### src/rtl/dram_tg_addr_gen.sv
// Registered address accumulator.
//   clk_i, rst_i  - clock, asynchronous active-high reset
//   load          - capture base and restart the walk from it
//   restart       - return to the captured base (start of the next phase)
//   step_en       - advance by step (wraps modulo 2^ADDR_W)
//   base, step    - first address and per-transaction increment
//   addr          - current transaction address
module dram_tg_addr_gen #(
  parameter int unsigned ADDR_W = 27
) (
  input  logic              clk_i,
  input  logic              rst_i,
  input  logic              load,
  input  logic              restart,
  input  logic              step_en,
  input  logic [ADDR_W-1:0] base,
  input  logic [ADDR_W-1:0] step,
  output logic [ADDR_W-1:0] addr
);

  logic [ADDR_W-1:0] base_q;

  always_ff @(posedge clk_i or posedge rst_i) begin
    if (rst_i) begin
      base_q <= '0;
      addr   <= '0;
    end else if (load) begin
      base_q <= base;
      addr   <= base;
    end else if (restart) begin
      addr <= base_q;
    end else if (step_en) begin
      addr <= addr + step;
    end
  end

endmodule

### config.mk
export PLATFORM = sky130hd
export DESIGN_NAME = dram_tg_addr_gen
export DESIGN_NICKNAME = d
export VERILOG_FILES = /design/src/rtl/dram_tg_addr_gen.sv
export SDC_FILE = /design/constraint.sdc
export NUM_CORES = 1
export LEC_CHECK = 0
export BUFFER_PORTS_ARGS = -buffer_cell sky130_fd_sc_hd__buf_4
export CAP_MARGIN = 20
export CORE_ASPECT_RATIO = 1.75
export CORE_MARGIN = 2
export CORE_UTILIZATION = 55
export DETAILED_ROUTE_END_ITERATION = 12
export PLACE_DENSITY = 0.81
export SETUP_SLACK_MARGIN = 0.1
export SYNTH_ARGS = -nofsm -noshare
export SYNTH_HDL_FRONTEND = slang
export SYNTH_SLANG_ARGS = --single-unit
### constraint.sdc
create_clock -name clk_i -period 2.57 [get_ports clk_i]
set_input_delay 0.3855 -clock clk_i [delete_from_list [all_inputs] [get_ports clk_i]]
set_output_delay 0.3855 -clock clk_i [all_outputs]
set_load 0.02 [all_outputs]
Word level (Yosys, flattened, before mapping). Cells that the tools add are included.

$add $sub $neg: 1. Mux-type cells: 3. Reductions and logical operators: 1.

Operator list (count): 27-bit two-way mux (3); 27-bit adder (1); 3-bit nonzero test (1).

Flip-flop bits (word level): 54. Input port bits: 59. Output and inout port bits: 27. Word-level logic and storage cells: 7.

Depth between registers and ports, before layout. Gate-level depths: netlist of the first run.

Depth in word-level cells: 4. Mapped depth: 10. Mapped depth without buffers: 10.

Least setup slack after synthesis of the first run. No wires, ideal clock.

Path kind: register -> register. From: reg addr[0]. To: reg addr[16]. Library setup time: 142 ps. Arrival time: 2298 ps. Data required time: 2428 ps. Slack: 130 ps. Cell stages (with the launch flop): 11. Path buffers: 0. Period minus slack after synthesis: 2440 ps. Cell sequence: dfrtp_1 ha_1 inv_1 fa_1 and2b_1 o2111ai_4 a211oi_2 nor2_1 o31ai_2 xnor2_1 o221ai_1.

Word-level cells in the longest chain between the ends: 4.

Ends and longest elaborated chain: start: declaration (line 18) `output logic [ADDR_W-1:0] addr`; start signal: assignment (line 29) `addr <= base;`; start signal: assignment (line 31) `addr <= base_q;`; start signal: assignment (line 33) `addr <= addr + step;`; 27-bit adder (line 33); 27-bit two-way mux (line 32) `end else if (step_en) begin`; 27-bit two-way mux (line 30) `end else if (restart) begin`; 27-bit two-way mux (line 27) `end else if (load) begin`.

No other way between the ends. The select of a mux whose other input is x is not followed. A chain may end at the register's enable or synchronous reset.

Worst setup path after layout of the first run.
From: reg addr[0]. To: reg addr[24].

The elaborated chain is that of the path after synthesis.

==> results of run 1 <==
-- registers in the layout, summed over array words and instances (netlist names) --
register	cells
addr	27
base_q	27
-- timing repair --
item / 4_1_cts / 5_1_grt
endpoints found under the hold margin: 0 / 0
pin swaps: 1 / 5
setup endpoints to repair: 4 / 8
gates resized for setup: 2 / 11
buffers inserted: 1 / 3
-- tightest hold or removal path: stages --
cell   delay (ps)
buf_4         110
inv_2          30
buf_4         550
-- per-layer routing --
metal	global-route usage	vias up	wire, um
met2	0.607	229	6890
met1	0.340	1936	4200
met3	0.0563	74	748
met5	0	-	0
li1	-	1854	-
met4	0.287	0	1170
-- stage by stage --
step / hold slack, ps / TNS [ps] / cells / setup WS, ps
2_1_floorplan: 480 / 0 / 458 / 130
3_3_place_gp: 491 / 0 / 624 / 1.18
3_5_place_dp: 497 / -110 / 624 / -51.7
4_1_cts: 300 / 0 / 633 / 113
5_1_grt: 310 / -8.41 / 636 / -8.41
6_report: 283 / 0 / 636 / 103
-- logic make-up (layout without fill, tap and decap cells) --
| kind of cell | Yosys count | after routing | share of synthesized area |
|---|---|---|---|
| buffers and inverters | 46 | 140 | 0.0522 |
| AOI/OAI and AO/OA | 164 | 164 | 0.260 |
| and+or+nand+nor | 125 | 125 | 0.148 |
| adders and majority gates | 27 | 27 | 0.0883 |
| DFF | 54 | 54 | 0.346 |
| xor gates and xnor gates | 22 | 22 | 0.0493 |
| muxes | 20 | 20 | 0.0570 |
-- cell usage after synthesis, drive strengths merged, types with 2 or more instances --
master  count  area share
nand2      45       0.043
o21a        3      0.0058
nor2b       5      0.0080
ha         26       0.083
o21ai      46       0.059
mux2       18       0.052
a211oi      2      0.0051
o211ai      5       0.011
mux2i       2      0.0051
nand3       6      0.0077
xor2       12       0.027
a211o       2      0.0045
nand2b      2      0.0032
o22ai       9       0.014
a21o        7       0.013
a21oi      53       0.069
o31ai       6       0.013
nand4       7       0.011
o221ai      4      0.0090
inv        20       0.019
dfrtp      54        0.35
a22o        2      0.0045
clkbuf     12       0.012
buf        13       0.020
a221o       3      0.0077
xnor2      10       0.022
and4        3      0.0070
nor3       11       0.014
a31oi      14       0.022
or3         2      0.0032
nor2       35       0.034
-- worst max-delay path by stage --
stage                 start  endpoint  slack, ps  cells after the start
floorplan           addr[0]  addr[16]        130                     10
global placement    step[0]  addr[24]          1                     11
detailed placement  step[0]  addr[24]        -50                     11
CTS                 addr[0]  addr[24]        110                     10
global route        addr[0]  addr[24]         -8                     10
finish              addr[0]  addr[24]        100                     10
-- placed cells by master (no fill, tap or decap), types with 5 or more instances in the layout --
cell type,synthesis,final
buf_4,0,111
dfrtp_1,54,54
a21oi_1,52,51
nand2_1,45,45
nor2_1,35,35
o21ai_0,34,33
ha_1,26,24
mux2_2,18,18
inv_1,20,18
a31oi_1,14,13
o21ai_1,12,12
xor2_1,12,12
nor3_1,11,11
xnor2_1,10,10
o22ai_1,9,9
a21o_1,7,7
nand4_1,7,7
nand3_1,6,6
clkbuf_16,0,5
-- report_power, final --
part           internal, mW  switching [mW]
Clock                 0.466           0.341
Combinational         0.591           0.792
Sequential            0.952          0.0963
-- area by class of cell --
| cell class | count | area share |
|---|---|---|
| clock buffers | 5 | 0.0253 |
| clock inverters | 3 | 0.00962 |
| inverters | 21 | 0.0160 |
| multi-input cells | 358 | 0.486 |
| flip-flops and latches | 54 | 0.273 |
| well taps | 84 | 0.0213 |
| repair buffers | 111 | 0.169 |
==> impl_metrics.csv, run 1 <==
group,metric,value,unit
die,io_pins,86,
grt,grt_pass1_vias,3938,
setup_path,worstRegToRegCells,10,
run_status,status,"completed",
setup_path,slowest_stage,"dfrtp_1",
pwr,p_per_area,655,nW/um^2
pwr,irDropWorstVdd,0.483,mV
clock_tree,insertion_delay,300,ps
logic_synthesis,synth_edf_count,0,
detailed_routing,drc,0,
layout,utilization,0.721,
setup_path,path_buf_inv,1,
detailed_routing,ant_nets,0,
clock_tree,htreeDepth,2,
die,die-width,67.7,um
logic_synthesis,synth_cells,458,
clock_tree,cts_inserted_buffers,5,
clock_tree,cts_sinks,54,
layout,regArea,1350,sq um
sta,fin_worst_skew,10.7,ps
setup_path,worstPathRequired,2760,ps
sta,max_freq,0.405,GHz
detailed_routing,avgViaCountPerCell,6.44,
placed_design,placed_area,4690,sq um
flow_run,max-cap-violations,0,
die,floorplan.initialDensity,0.570,
logic_synthesis,async_reset_ff_frac,1.00,
logic_synthesis,avgSynthCellArea,8.53,sq um
layout,drive_gt1_frac,0.283,
grt,gr-total-overflow,0,
layout,num-nets-final,637,
logic_synthesis,ys_ff_latch,54,
layout,final_area,4940,sq um
setup_path,critPathLaunchType,"flop",
pwr,fin_total_pwr,3.24,mW
logic_synthesis,synth_ff_type,"dfrtp_1",
logic_synthesis,ys_types,58,
clock_tree,clockBufferDepth,2,
pwr,p_leak,2.25,nW
logic_synthesis,syn-num-nets,544,
sta,fin_crit_sh,0.960,
die,die-area,7820,sq um
clock_tree,holdBufCountCts,0,
logic_synthesis,ys_warn_count,0,
setup_path,endpoint_kind,"flop",
setup_path,path_class,"flop to flop",
logic_synthesis,synth_seq_area_share,0.346,
setup_path,critPathMaxFanout,3,
grt,antenna_found_initial,0,
detailed_routing,drt_iter0_drc,318,
layout,syn2layout_area_growth,26.4,%
setup_path,crit_path_max_incr_delay,370,ps
setup_path,worstPathCellList,"ha_2, inv_2, fa_2, and2b_2, o2111ai_4, a211oi_4, o211ai_1, o21ai_1, mux2i_1, a221o_1",
detailed_routing,wl_per_cell,20.5,um
setup_path,crit_arrival,2660,ps
sta,hold_violations,0,
clock_tree,cts_tree,"built",
layout,n_fill_cell,550,
grt,grt_max_degree,55,
die,num_rows,40,
sta,drv_slew,0,
logic_synthesis,synth_area,3910,sq um
detailed_routing,dr.pass1.iters,5,
placed_design,dp_hpwl,9780,um
setup_path,rr_startpoint,"addr[0]",
detailed_routing,vias,4093,
die,dieHeight,116,um
sta,fin_crit,2470,ps
worst_hold_path,hp-class,"primary input to async pin",
clock_tree,cts_root_buffer,"clkbuf_16",
die,core,6860,sq um
layout,multiInputGateArea,2400,sq um
sta,worst_pin_slew,707,ps
placed_design,port_buffers,85,
sta,max_slew_margin,0.528,
setup_path,crit_family,"compound AO/OA/AOI/OAI gates",
grt,grt_pass1_wl,19800,um
detailed_routing,routed_wl,13000,um
setup_path,reg2reg_slack,100,ps
grt,grt_use_total,0.345,
setup_path,rr_endpoint,"addr[24]",
placed_design,globalplace.congestion,0.992,
layout,diodes,0,
sta,rsz0062_at_grt,"yes",
clock_tree,path_clk_slew,80,ps
sta,setup_viol,0,
Power figures use the tool's default switching activity.
==> run 2: changes to the inputs <==
--- a/config.mk
+++ b/config.mk
@@ -8,10 +8,10 @@
 export BUFFER_PORTS_ARGS = -buffer_cell sky130_fd_sc_hd__buf_4
 export CAP_MARGIN = 20
 export CORE_ASPECT_RATIO = 1.75
-export CORE_MARGIN = 2
-export CORE_UTILIZATION = 55
+export CORE_MARGIN = 10
+export CORE_UTILIZATION = 60
 export DETAILED_ROUTE_END_ITERATION = 12
-export PLACE_DENSITY = 0.81
+export PLACE_DENSITY = 0.87
 export SETUP_SLACK_MARGIN = 0.1
 export SYNTH_ARGS = -nofsm -noshare
 export SYNTH_HDL_FRONTEND = slang
==> constraint.sdc (replaced) <==
create_clock -name clk_i -period 3.2 [get_ports clk_i]
set_input_delay 0.48 -clock clk_i [delete_from_list [all_inputs] [get_ports clk_i]]
set_output_delay 0.48 -clock clk_i [all_outputs]
set_load 0.02 [all_outputs]
==> impl_metrics.csv, run 2 (synthesized netlist as in run 1, its figures left out) <==
group,metric,value,unit
run_status,status,"completed",
clock_tree,path_clk_slew,110,ps
pwr,p_per_area,492,nW/um^2
clock_tree,cts_sinks,54,
setup_path,path_class,"flop to flop",
sta,tns,0,ps
grt,busiest_layer,"met2",
layout,layout_commonest_cell,"buf_4",
clock_tree,cts_resized,0,
placed_design,dp_hpwl,10200,um
sta,rsz0062_at_grt,"no",
setup_path,critPathLaunchType,"flop",
clock_tree,postCtsSetupRepairBufs,0,
grt,grt_pass1_wl,19900,um
die,dieHeight,127,um
clock_tree,holdBufCountCts,0,
grt,met1_usage,0.225,
setup_path,crit_path_max_incr_delay,400,ps
grt,grt_use_total,0.246,
die,io_pins,86,
detailed_routing,drc,0,
detailed_routing,wl_per_cell,20.8,um
clock_tree,clockBufferDepth,2,
grt,grt_pass1_vias,4050,
layout,num-nets-final,615,
setup_path,crit_family,"compound AO/OA/AOI/OAI gates",
detailed_routing,avgViaCountPerCell,6.30,
die,num_rows,38,
flow_run,max-cap-violations,0,
layout,syn2layout_area_growth,19.0,%
sta,setup_viol,0,
layout,mostFrequentLayoutCells,"buf_4, dfrtp_1, a21oi_1",
setup_path,worstPathCellList,"ha_1, inv_1, fa_1, and2b_1, o2111ai_4, a211oi_2, nor2_1, o31ai_2, xnor2_1, o221ai_1",
layout,top_regs,"addr x27, base_q x27",
clock_tree,insertion_delay,330,ps
detailed_routing,ant_nets,0,
grt,antenna_found_initial,0,
die,floorplan.initialDensity,0.623,
setup_path,worstPathRequired,3400,ps
grt,gr-total-overflow,0,
sta,worst_pin_slew,898,ps
sta,drv_slew,0,
detailed_routing,vias,3843,
clock_tree,htreeDepth,2,
sta,fin_crit_sh,0.832,
grt,grt_max_degree,53,
die,die-area,10300,sq um
setup_path,crit_arrival,2860,ps
sta,fin_worst_skew,11.3,ps
detailed_routing,drt_iter0_drc,246,
clock_tree,cts_tree,"built",
setup_path,path_buf_inv,1,
die,die-width,81.0,um
pwr,irDropWorstVdd,0.487,mV
die,core,6280,sq um
layout,drive_gt1_frac,0.234,
sta,fin_crit,2660,ps
clock_tree,cts_inserted_buffers,5,
detailed_routing,dr.pass1.iters,5,
setup_path,slowest_stage,"dfrtp_1",
placed_design,globalplace.congestion,0.983,
sta,max_slew_margin,0.396,
setup_path,endpoint_kind,"flop",
sta,hold_violations,0,
pwr,p_leak,2.11,nW
worst_hold_path,hp-class,"primary input to async pin",
grt,use_met3,0.0523,
placed_design,port_buffers,85,
setup_path,critPathMaxFanout,4,
grt,met2_usage,0.460,
detailed_routing,routed_wl,12700,um
sta,hold_slack,204,ps
clock_tree,cts_root_buffer,"clkbuf_8",
layout,diodes,0,
sta,max_freq,0.376,GHz
run 2: changes by cell type in the layout (fill, tap and decap cells not counted), sizes merged:
cell / before / now
bufinv: 1 / 0
buf: 111 / 89
clkinv: 2 / 3
run 2: worst paths after layout:
check | from | to | slack (ps) | depth (start not counted)
setup / recovery | addr[0] | addr[16] | 540 | 10
hold / removal | rst_i | addr[10] | 200 | 2
setup reg to reg | addr[0] | addr[16] | 540 | 10
hold reg to reg | base_q[2] | base_q[2] | 520 | 1
max in group asynchronous | rst_i | base_q[0] | 2190 | 3
min in group clk_i | base[17] | addr[17] | 370 | 3
run 2: stage by stage:
step | worst slack (ps) | utilization | instances | cell area (sq um) | total power [mW]
after floorplan | 760 | - | 458 | 3910 | 1.53
after global placement | 534 | 0.725 | 602 | 4550 | 1.84
after detailed placement | 399 | 0.725 | 602 | 4550 | 1.86
after CTS | 544 | 0.741 | 610 | 4650 | 2.28
after global routing | 391 | 0.741 | 610 | 4650 | 2.41
final | 538 | 0.741 | 610 | 4650 | 2.29
run 2: cell type report:
cell class / instances / area, sq um
clock buffer: 5 / 68.8
clock inverter: 3 / 28.8
fill: 491 / 1630
inverter: 21 / 78.8
multi-input combinational: 358 / 2350
sequential: 54 / 1350
tap: 80 / 100
timing repair buffer: 89 / 668
run 2: power by group:
part           switching (mW)  internal, mW  leakage (nW)
clock                   0.267         0.163        0.0502
combinational           0.595         0.422          1.42
sequential             0.0734         0.764         0.638
run 2: metal layers:
metal  wire, um  part of all wire
met4        754             0.059
met2       7000              0.55
met1       4130              0.33
met5          0                 0
met3        789             0.062
run 2: worst register-to-register path, cell delays in order, from the launching register on:
cell and delay (ps):
dfrtp_1 400, ha_1 200, inv_1 70, fa_1 380, and2b_1 290, o2111ai_4 150
a211oi_2 370, nor2_1 140, o31ai_2 260, xnor2_1 160, o221ai_1 130
==> run 3: changes to the inputs <==
--- a/config.mk
+++ b/config.mk
@@ -9,9 +9,9 @@
 export CAP_MARGIN = 20
 export CORE_ASPECT_RATIO = 1.75
 export CORE_MARGIN = 10
-export CORE_UTILIZATION = 60
+export CORE_UTILIZATION = 55
 export DETAILED_ROUTE_END_ITERATION = 12
-export PLACE_DENSITY = 0.87
+export PLACE_DENSITY = 0.81
 export SETUP_SLACK_MARGIN = 0.1
 export SYNTH_ARGS = -nofsm -noshare
 export SYNTH_HDL_FRONTEND = slang
==> constraint.sdc (replaced) <==
create_clock -name clk_i -period 2.64 [get_ports clk_i]
set_input_delay 0.396 -clock clk_i [delete_from_list [all_inputs] [get_ports clk_i]]
set_output_delay 0.396 -clock clk_i [all_outputs]
set_load 0.02 [all_outputs]
==> impl_metrics.csv, run 3 (synthesized netlist as in run 1, its figures left out) <==
group,metric,value,unit
layout,utilization,0.701,
detailed_routing,wl_per_cell,20.1,um
placed_design,port_buffers,85,
setup_path,critPathLaunchType,"flop",
layout,num-nets-final,628,
die,dieHeight,132,um
setup_path,path_class,"flop to flop",
pwr,p_leak,2.20,nW
clock_tree,htreeDepth,2,
detailed_routing,avgViaCountPerCell,6.14,
die,floorplan.initialDensity,0.566,
setup_path,rr_startpoint,"addr[0]",
layout,diodes,0,
layout,drive_gt1_frac,0.260,
placed_design,placed_area,4660,sq um
layout,final_area,4840,sq um
placed_design,globalplace.congestion,0.943,
layout,mostFrequentLayoutCells,"buf_4, dfrtp_1, a21oi_1",
setup_path,crit_family,"compound AO/OA/AOI/OAI gates",
clock_tree,cts_inserted_buffers,5,
pwr,p_per_area,620,nW/um^2
grt,grt_max_degree,55,
setup_path,crit_path_max_incr_delay,410,ps
placed_design,dp_hpwl,10000,um
grt,grt_use_total,0.224,
die,die-width,83.7,um
setup_path,crit_arrival,2610,ps
clock_tree,cts_sinks,54,
sta,fin_ws,215,ps
die,num_rows,40,
die,io_pins,86,
setup_path,reg2reg_slack,220,ps
setup_path,worstPathRequired,2820,ps
grt,antenna_found_initial,0,
sta,rsz0062_at_grt,"yes",
layout,layout_commonest_cell,"buf_4",
detailed_routing,ant_nets,0,
detailed_routing,drt_iter0_drc,178,
sta,setup_viol,0,
setup_path,path_buf_inv,1,
run_status,status,"completed",
setup_path,worstPathCellList,"ha_2, inv_1, fa_2, and2b_2, o2111ai_4, nand4_1, a211o_1, a31oi_1, xnor2_1, a21oi_1",
grt,grt_pass1_wl,20400,um
pwr,fin_total_pwr,3.00,mW
sta,drv_slew,0,
detailed_routing,dr.pass1.iters,4,
detailed_routing,routed_wl,12600,um
setup_path,rr_endpoint,"addr[26]",
clock_tree,path_clk_slew,80,ps
die,die-area,11000,sq um
setup_path,critPathMaxFanout,4,
die,core,6910,sq um
clock_tree,insertion_delay,300,ps
sta,fin_worst_skew,6.90,ps
clock_tree,holdBufCountCts,0,
sta,hold_slack,143,ps
sta,fin_crit,2420,ps
setup_path,worstRegToRegCells,10,
detailed_routing,drc,0,
layout,instances_no_fill,627,
flow_run,max-cap-violations,0,
setup_path,slowest_stage,"dfrtp_1",
sta,max_freq,0.412,GHz
grt,gr-total-overflow,0,
grt,grt_pass1_vias,4144,
clock_tree,cts_root_buffer,"clkbuf_16",
pwr,irDropWorstVdd,0.609,mV
worst_hold_path,hp-class,"primary input to async pin",
clock_tree,cts_tree,"built",
placed_design,detailedPlace.worstSlack,19.2,ps
layout,syn2layout_area_growth,23.8,%
sta,worst_pin_slew,457,ps
placed_design,place_inst,618,
clock_tree,clockBufferDepth,2,
sta,max_slew_margin,0.695,
sta,tns,0,ps
sta,hold_violations,0,
layout,top_regs,"addr x27, base_q x27",
sta,fin_crit_sh,0.918,
setup_path,endpoint_kind,"flop",
detailed_routing,vias,3851,
[run 3: worst max-delay path by stage]
stage,startpoint,to,slack [ps],cells past startpoint
final,addr[0],addr[26],220,10
after global routing,addr[0],addr[24],80,10
after CTS,addr[0],addr[16],110,10
after detailed placement,step[0],addr[16],20,11
after global placement,step[0],addr[24],40,11
after floorplan,addr[0],addr[16],200,10
[run 3: final cells by class]
| class | count | area (sq um) |
|---|---|---|
| Inverter | 21 | 78.8 |
| Fill cell | 584 | 2070 |
| Sequential cell | 54 | 1350 |
| Clock inverter | 3 | 28.8 |
| Tap cell | 84 | 105 |
| Timing Repair Buffer | 102 | 778 |
| Multi-Input combinational cell | 358 | 2370 |
| Clock buffer | 5 | 125 |
[run 3: layer usage]
metal / track usage / wire length [um] / vias up
met5: 0 / 0 / -
met3: 0.0476 / 629 / 47
met2: 0.410 / 6770 / 124
met4: 0.163 / 895 / 0
met1: 0.209 / 4310 / 1841
li1: - / - / 1839
[run 3: repair_timing]
action	CTS	global route
hold endpoints to repair	0	0
endpoints found under the setup margin	0	5
buffers inserted	0	1
gates resized for setup	0	5
[run 3: worst register-to-register path, stage by stage (launching register included)]
cell and delay [ps]:
dfrtp_1 410, ha_2 190, inv_1 70, fa_2 190
and2b_2 250, o2111ai_4 250, nand4_1 120, a211o_1 330
a31oi_1 260, xnor2_1 160, a21oi_1 80
[run 3: where the power goes]
part | internal (mW) | leakage (nW) | switching, mW | total [mW]
logic | 0.543 | 1.48 | 0.732 | 1.28
registers | 0.927 | 0.638 | 0.0896 | 1.02
clock network | 0.363 | 0.0759 | 0.344 | 0.708
